[src/rtl/mmio_requester.sv]
// mmio_requester
//   Host-side MMIO initiator. It takes one read/write command at a time and
//   turns it into a single-cycle MMIO request pulse towards an AFU. Read
//   responses are matched by TID, and each command ends in one completion on
//   a valid/ready channel. A read that gets no matching response in time
//   completes with a timeout. AFU responses that match no pending read are
//   counted in a saturating stray counter.
//
// Ports
//   clk, rst            clock; synchronous active-high reset
//   cmd_valid/ready     command handshake (ready only in IDLE)
//   cmd_write           1 = write, 0 = read
//   cmd_addr            32-bit word address (64-bit registers at even addresses)
//   cmd_wdata           write data
//   req_mmio_wr_valid   one-cycle write request pulse
//   req_mmio_rd_valid   one-cycle read request pulse
//   req_addr/tid/data   request fields, valid while a pulse is high
//   afu_rd_valid/tid/data  AFU read response
//   rsp_valid/ready     completion handshake
//   rsp_data            read data (0 for writes, errors, timeouts)
//   rsp_timeout         read timed out
//   rsp_error           command rejected (odd address)
//   stray_cnt           saturating count of unmatched AFU responses
module mmio_requester #(
  parameter int TIMEOUT_CYCLES = 256,
  parameter int TID_W          = 9
) (
  input  logic             clk,
  input  logic             rst,
  input  logic             cmd_valid,
  output logic             cmd_ready,
  input  logic             cmd_write,
  input  logic [15:0]      cmd_addr,
  input  logic [63:0]      cmd_wdata,
  output logic             req_mmio_wr_valid,
  output logic             req_mmio_rd_valid,
  output logic [15:0]      req_addr,
  output logic [TID_W-1:0] req_tid,
  output logic [63:0]      req_data,
  input  logic             afu_rd_valid,
  input  logic [TID_W-1:0] afu_rd_tid,
  input  logic [63:0]      afu_rd_data,
  output logic             rsp_valid,
  input  logic             rsp_ready,
  output logic [63:0]      rsp_data,
  output logic             rsp_timeout,
  output logic             rsp_error,
  output logic [15:0]      stray_cnt
);

  typedef enum logic [1:0] {
    IDLE  = 2'd0,
    ISSUE = 2'd1,
    WAIT  = 2'd2,
    DONE  = 2'd3
  } state_t;

  localparam logic [15:0]      TIMER_LAST = 16'(TIMEOUT_CYCLES - 1);
  localparam logic [TID_W-1:0] TID_ONE    = {{(TID_W-1){1'b0}}, 1'b1};

  state_t           state;
  logic [TID_W-1:0] tid_cnt;   // next TID to hand out
  logic [TID_W-1:0] cur_tid;   // TID of the read in flight
  logic [15:0]      timer;     // cycles spent in WAIT
  logic             tid_match;
  logic             stray_hit;

  // A response only completes a read while waiting and with the right TID;
  // every other response is stray.
  assign tid_match = afu_rd_valid && (state == WAIT) && (afu_rd_tid == cur_tid);
  assign stray_hit = afu_rd_valid && !tid_match;

  assign cmd_ready = (state == IDLE);

  // Command FSM, request pulses, completion registers and stray counter.
  always_ff @(posedge clk) begin
    if (rst) begin
      state             <= IDLE;
      tid_cnt           <= '0;
      cur_tid           <= '0;
      timer             <= 16'd0;
      req_mmio_wr_valid <= 1'b0;
      req_mmio_rd_valid <= 1'b0;
      req_addr          <= 16'd0;
      req_tid           <= '0;
      req_data          <= 64'd0;
      rsp_valid         <= 1'b0;
      rsp_data          <= 64'd0;
      rsp_timeout       <= 1'b0;
      rsp_error         <= 1'b0;
      stray_cnt         <= 16'd0;
    end else begin
      if (stray_hit && (stray_cnt != 16'hFFFF)) begin
        stray_cnt <= stray_cnt + 16'd1;
      end

      case (state)
        IDLE: begin
          if (cmd_valid) begin
            if (cmd_addr[0]) begin
              // Odd address: reject without touching the AFU or the TIDs.
              state       <= DONE;
              rsp_valid   <= 1'b1;
              rsp_error   <= 1'b1;
              rsp_timeout <= 1'b0;
              rsp_data    <= 64'd0;
            end else begin
              // Request fields are loaded here so they are registered
              // outputs during the single ISSUE cycle.
              state             <= ISSUE;
              req_mmio_wr_valid <= cmd_write;
              req_mmio_rd_valid <= !cmd_write;
              req_addr          <= cmd_addr;
              req_tid           <= tid_cnt;
              req_data          <= cmd_write ? cmd_wdata : 64'd0;
              cur_tid           <= tid_cnt;
            end
          end
        end

        ISSUE: begin
          req_mmio_wr_valid <= 1'b0;
          req_mmio_rd_valid <= 1'b0;
          req_addr          <= 16'd0;
          req_tid           <= '0;
          req_data          <= 64'd0;
          if (req_mmio_rd_valid) begin
            state   <= WAIT;
            timer   <= 16'd0;
            tid_cnt <= tid_cnt + TID_ONE;
          end else begin
            state       <= DONE;
            rsp_valid   <= 1'b1;
            rsp_data    <= 64'd0;
            rsp_timeout <= 1'b0;
            rsp_error   <= 1'b0;
          end
        end

        WAIT: begin
          // A match on the expiry cycle wins over the timeout.
          if (tid_match) begin
            state       <= DONE;
            rsp_valid   <= 1'b1;
            rsp_data    <= afu_rd_data;
            rsp_timeout <= 1'b0;
            rsp_error   <= 1'b0;
          end else if (timer == TIMER_LAST) begin
            state       <= DONE;
            rsp_valid   <= 1'b1;
            rsp_data    <= 64'd0;
            rsp_timeout <= 1'b1;
            rsp_error   <= 1'b0;
          end else begin
            timer <= timer + 16'd1;
          end
        end

        DONE: begin
          if (rsp_ready) begin
            state       <= IDLE;
            rsp_valid   <= 1'b0;
            rsp_data    <= 64'd0;
            rsp_timeout <= 1'b0;
            rsp_error   <= 1'b0;
          end
        end

        default: begin
          state <= IDLE;
        end
      endcase
    end
  end

endmodule

[config.mk]
export PLATFORM = sky130hd
export DESIGN_NAME = mmio_requester
export DESIGN_NICKNAME = d
export VERILOG_FILES = /design/src/rtl/mmio_requester.sv
export SDC_FILE = /design/constraint.sdc
export NUM_CORES = 1
export LEC_CHECK = 0
export BUFFER_PORTS_ARGS = -buffer_cell sky130_fd_sc_hd__buf_2
export CAP_MARGIN = 20
export CORE_MARGIN = 2
export CORE_UTILIZATION = 49
export DETAILED_ROUTE_END_ITERATION = 7
export PLACE_DENSITY_LB_ADDON = 0.08
export SYNTH_ARGS = -nofsm -noshare
export SYNTH_HDL_FRONTEND = slang
export SYNTH_SLANG_ARGS = --single-unit
[constraint.sdc]
create_clock -name clk -period 2.6 [get_ports clk]
set_clock_uncertainty 0.2 [all_clocks]
set_input_delay 0.26 -clock clk [delete_from_list [all_inputs] [get_ports clk]]
set_output_delay 0.26 -clock clk [all_outputs]
set_load 0.02 [all_outputs]
# Word-level counts from Yosys, hierarchy flattened
# Cells that the tools add are included.
# word_totals
output_inout_bits,175
register_bits,210
n_memories,0
mem_bits_rw,0
latch_bits,0
elab_cells,97
rom_bits,0
inputBits,159
# classes
muxes,49
shift,0
bitwise,1
mul,0
reduce_logical,15
div,0
add_sub_neg,3
n_eq_ne,15
magnitude_cmp,0
# ops
cell,n
$mux W64,9
$pmux W64 S4,1
$pmux W64 S2,1
$mux W16,5
$pmux W16 S2,2
$add A16 B1 Y16 const B,2
$mux W9,2
$pmux W9 S2,1
$mux W1,17
$eq A16 B8 Y1 const B,1
$ne A16 B16 Y1 const B,1
$ne A2 B2 Y1 const B,7
$pmux W1 S4,3
$mux W2,5
$add A9 B1 Y9 const B,1
$eq A9 B9 Y1,1
$reduce_and A3 Y1,3
$pmux W2 S4,1
$reduce_and A5 Y1,1
$eq A2 B2 Y1 const B,2
$logic_and A1 B1 Y1,4
$pmux W1 S2,2
$reduce_and A4 Y1,1
$reduce_bool A2 Y1,2
7 further kinds,8

# Logic depth before layout (Yosys ltp)
# logic_depth
word_depth,6
ltp_mapped,10
mapped_depth_nobuf,7

# Worst setup path before layout
# OpenSTA, ideal clock, no wires.
# synth_path
path_kind,reg-to-reg
startpoint,register state[0]
endpoint,register req_data[14]
path_stages_with_launch,10
n_path_buf,2
path_slack_ns,0.218
t_required_ns,2.335
period_less_slack_ns,2.382
setup_ns,0.065
arrival_time_ns,2.117
cell_sequence,dfxtp_1 -> inv_1 -> ha_1 -> nand3b_1 -> nor2_1 -> and2_1 -> clkbuf_1 -> buf_1 -> a22oi_1 -> nor2_1
# synth_between
elab_chain_len,3
elab_cells_between_ends,7
cone_classes,eq/ne: 3; mux: 1; reduce/logical: 3
# synth_rtl
element,line_no,rtl
"start, declared",61,state_t state;
"start signal, assigned",78,state <= IDLE;
"start signal, assigned",102,state <= DONE;
"start signal, assigned",110,state <= ISSUE;
$logic_not A2 Y1 *,--,
net cmd_ready,31,"output logic cmd_ready,"
$ne A2 B2 Y1 (no source line) or $reduce_bool A2 Y1 (tied branches),--,
$reduce_and A3 Y1 (no source line),--,
"end signal, assigned",115,req_data <= cmd_write ? cmd_wdata : 64'd0;
"end, declared",39,"output logic [63:0] req_data,"
# Mark *: on every way through the listed nets, which the timed path passes. The rest lies on a longest branch.
# A chain may end at the register's enable or synchronous reset.

# Worst setup path after layout
# layout_path
startpoint,register state[1]
endpoint,register rsp_data[59]
# layout_between
elab_chain_len,5
elab_cells_between_ends,14
cone_classes,eq/ne: 8; mux: 2; reduce/logical: 4
# layout_rtl
element,line_no,rtl
$eq A2 B2 Y1,"70, 97",
$logic_and A1 B1 Y1 (2 in series),70,assign tid_match = afu_rd_valid && (state == WAIT) && (afu_rd_tid == cur_tid);
$ne A3 B2 Y1 (no source line) or $mux W64 (tied branches),--,
$reduce_and A5 Y1 (no source line) or $pmux W64 S4 (tied branches),--,
"end signal, assigned",145,rsp_data <= afu_rd_data;
"end, declared",45,"output logic [63:0] rsp_data,"
# Several ways; a longest one is shown, not always the timed one.

==> summary.md <==
| Metric | Value |
|---|---|
| DRT iter0 DRCs | `433` |
| DP Area | `0.0105 mm^2` |
| Pre-antenna DRT Iters | `5` |
| # port buffers | `332` |
| Gpl congestion | `0.795` |
| Worst path bufs/invs | `3` |
| Max Slew Vio Count | `0` |
| Status | `complete, no violations` |
| PwrDens | `727 mW/mm^2` |
| Worst setup SP type | `register` |
| TritonCTS buffer count | `22` |
| First-pass GRT wire length | `41600 um` |
| Clock sinks | `209` |
| Row cnt | `48` |
| WL/cell | `16.8 um` |
| Final setup fails | `0` |
| CP max-delay cell | `dfxtp_1` |
| HPWL after detailed placement | `16100 um` |
| Final hold vios | `0` |
| Post-Route WL | `27300 um` |
| Routed via count | `8633` |
| Commonest cells post-synth | `dfxtp_1 (209), nor2_1 (117), a22oi_1 (88), nand2_1 (82), mux2i_1 (77)` |
| Max Freq | `0.410 GHz` |
| Syn avg cell area | `9.38 um^2` |
| CTS tree | `done` |
| Synth cell types | `50` |
| ANT nets after route | `0` |
| Core area | `0.0172 mm^2` |
| CTS H-Tree Depth | `1` |
| Max cap viols | `0` |
| Cell accounting for the most synthesized area | `dfxtp_1` |
| Crit. End Element | `register` |
| Synthesized net count | `1085` |
| Yosys top cell area share | `48.6%` |
| Layout Nets | `1552` |
| Most numerous cell in the Yosys netlist | `dfxtp_1` |
| Initial core utilization | `50.0%` |
| Lkg Pwr | `5.74 nW` |
| Gr ovfl total | `0` |
| Tot GR Track Use | `27.3%` |
| Asr flop ratio synth | `0%` |
| Register area share after synthesis | `48.6%` |
| CTS max path bufs | `3` |
| Total Die Area | `0.0187 mm^2` |
| Seq pwr share | `36.5%` |
| Vert. Die Dim | `137 um` |
| Design Area, Final | `0.0129 mm^2` |
| Die X | `137 um` |
| Number of vias per cell | `5.31` |
| Root Driver | `clkbuf_16` |
| Synth Instances | `919` |
| Switching power share of the total | `29.5%` |
| Final worst-path cycle share | `93.9%` |
| Critical path class | `register to register` |
| Maximum vdd drop | `517 uV` |
| Worst path required time | `2.82 ns` |
| Vias in the first global route | `8443` |
| Clock Power Share | `35.4%` |
| Pint | `6.59 mW` |
| Ys flop type | `dfxtp_1` |
| Post-synth EDFFs | `0` |
| Part of the power in combinational logic | `28.1%` |
| Synthesis-stage register bit count | `209` |
| Worst Path Arrival | `2.66 ns` |
| Initial antenna violation count | `1` |
| Final min period | `2.44 ns` |
| P&R area growth vs syn | `49.3%` |
| Worst skew pair latency | `0.49 ns` |
| CP cell instances | `ha_2, nand2_1, nor2_1, nand4b_1, a2111oi_4, buf_4, buf_12, buf_6, mux2i_1` |
| Synth top area cells | `dfxtp_1 (49%), mux2i_1 (8.9%), a22oi_1 (7.7%), nor2_1 (5.1%), nand2b_1 (5.1%)` |
| Drt drc | `0` |
| P_sw | `2.76 mW` |
| TNS Setup | `0 ns` |
| Hold Crit Class | `primary input to register` |
| Io pins | `334` |
| Worst-path fanout max | `19` |
| Synthesized cell area | `0.00862 mm^2` |
| Syn. warnings | `0` |
| Critical path's top delay family | `buffers and inverters` |
| Share of layout cells above drive strength 1 | `29.7%` |
| RSZ-0062 raised after global routing | `no` |
| CP peak stage delay | `0.40 ns` |
| Design Power | `9.36 mW` |
| Largest net degree at the start of global routing | `92` |
| Worst-path clk slew | `0.06 ns` |
cell families (layout without fill, tap and decap cells):
kind of cell / Yosys count / count (layout) / synth area share (%)
DFF: 209 / 209 / 48.6
and+or+nand+nor: 365 / 365 / 21.3
adders and majority gates: 7 / 7 / 1.02
muxes: 80 / 80 / 9.34
AOI/OAI and AO/OA: 163 / 163 / 13.5
xor gates and xnor gates: 15 / 15 / 1.52
other: 1 / 2 / 0.0435
buffers and inverters: 79 / 560 / 4.65
placed cells by master, fill, tap and decap left out, types with 7 or more instances in the layout:
master           n
dlygate4sd3_1  146
nor4_1           7
nand2_1         82
xor2_1          12
nand2b_1        70
a21oi_1         34
o31ai_1         18
nand4_1         13
nor2_1         116
buf_4           24
clkbuf_16       25
or4_1           19
a22oi_1         88
buf_2          331
dfxtp_1        208
clkbuf_1         9
inv_1           10
nand3_1         12
mux2i_1         77
tightest hold or removal path, delay by kind of cell:
kind / cells / cell delay [ns]
AOI/OAI and AO/OA: 3 / 0.31
buffers and inverters: 1 / 0.11
flip-flops by register name, summed over array words and instances (netlist names), 2 cells and up:
register / count
state: 2
timer: 16
req_tid: 9
stray_cnt: 16
rsp_data: 64
req_data: 64
req_addr: 15
cur_tid: 9
tid_cnt: 9
repair_timing:
item	in CTS	in global routing
setup endpoints to repair	0	67
hold buffers	146	0
buffers inserted	0	3
hold endpoints to repair	158	0
resized for setup	0	13
path summary, 6_finish.rpt:
path	slack, ns	cells after the start	startpoint	endpoint
hold reg to reg	0.27	2	rsp_data[0]	rsp_data[0]
setup / recovery	0.16	9	state[1]	rsp_data[59]
hold / removal	0.04	4	cmd_valid	state[1]
setup reg to reg	0.16	9	state[1]	rsp_data[59]
power groups by stage:
stage	Sequential [mW]	Clock, mW	Combinational, mW
after CTS	3.41	3.36	2.48
final	3.42	3.32	2.62
after global placement	3.47	0	2.29
after detailed placement	3.47	0	2.30
after global routing	3.43	3.50	2.80
after floorplan	3.61	0	1.48
stage by stage:
| step | util (%) | hold WS [ns] | std cells | setup WS [ns] |
|---|---|---|---|---|
| after floorplan | - | 0.202 | 919 | 0.218 |
| after global placement | 61.1 | 0.255 | 1436 | 0.0984 |
| after detailed placement | 61.1 | 0.258 | 1436 | 0.0256 |
| after CTS | 73.9 | 0.0211 | 1620 | 0.0399 |
| after global routing | 74.6 | 0.0612 | 1625 | 0.0203 |
| final | 74.6 | 0.0411 | 1626 | 0.159 |
area by class of cell:
cell class	count	area (um^2)
diodes	1	2.50
clock buffers	34	637
clock inverters	4	120
fillers	1178	4370
inverters	10	37.5
multi-input cells	631	4100
flip-flops and latches	209	4190
well taps	225	282
repair buffers	512	3510
metal layers:
metal	vias to the layer above	track usage [%]	share of wire, %
met5	-	0	0.048
met4	2	12.4	4.5
met3	81	6.15	6.6
met2	339	47.4	49
met1	4038	32.1	40
li1	4173	-	-
Power figures use the tool's default switching activity.
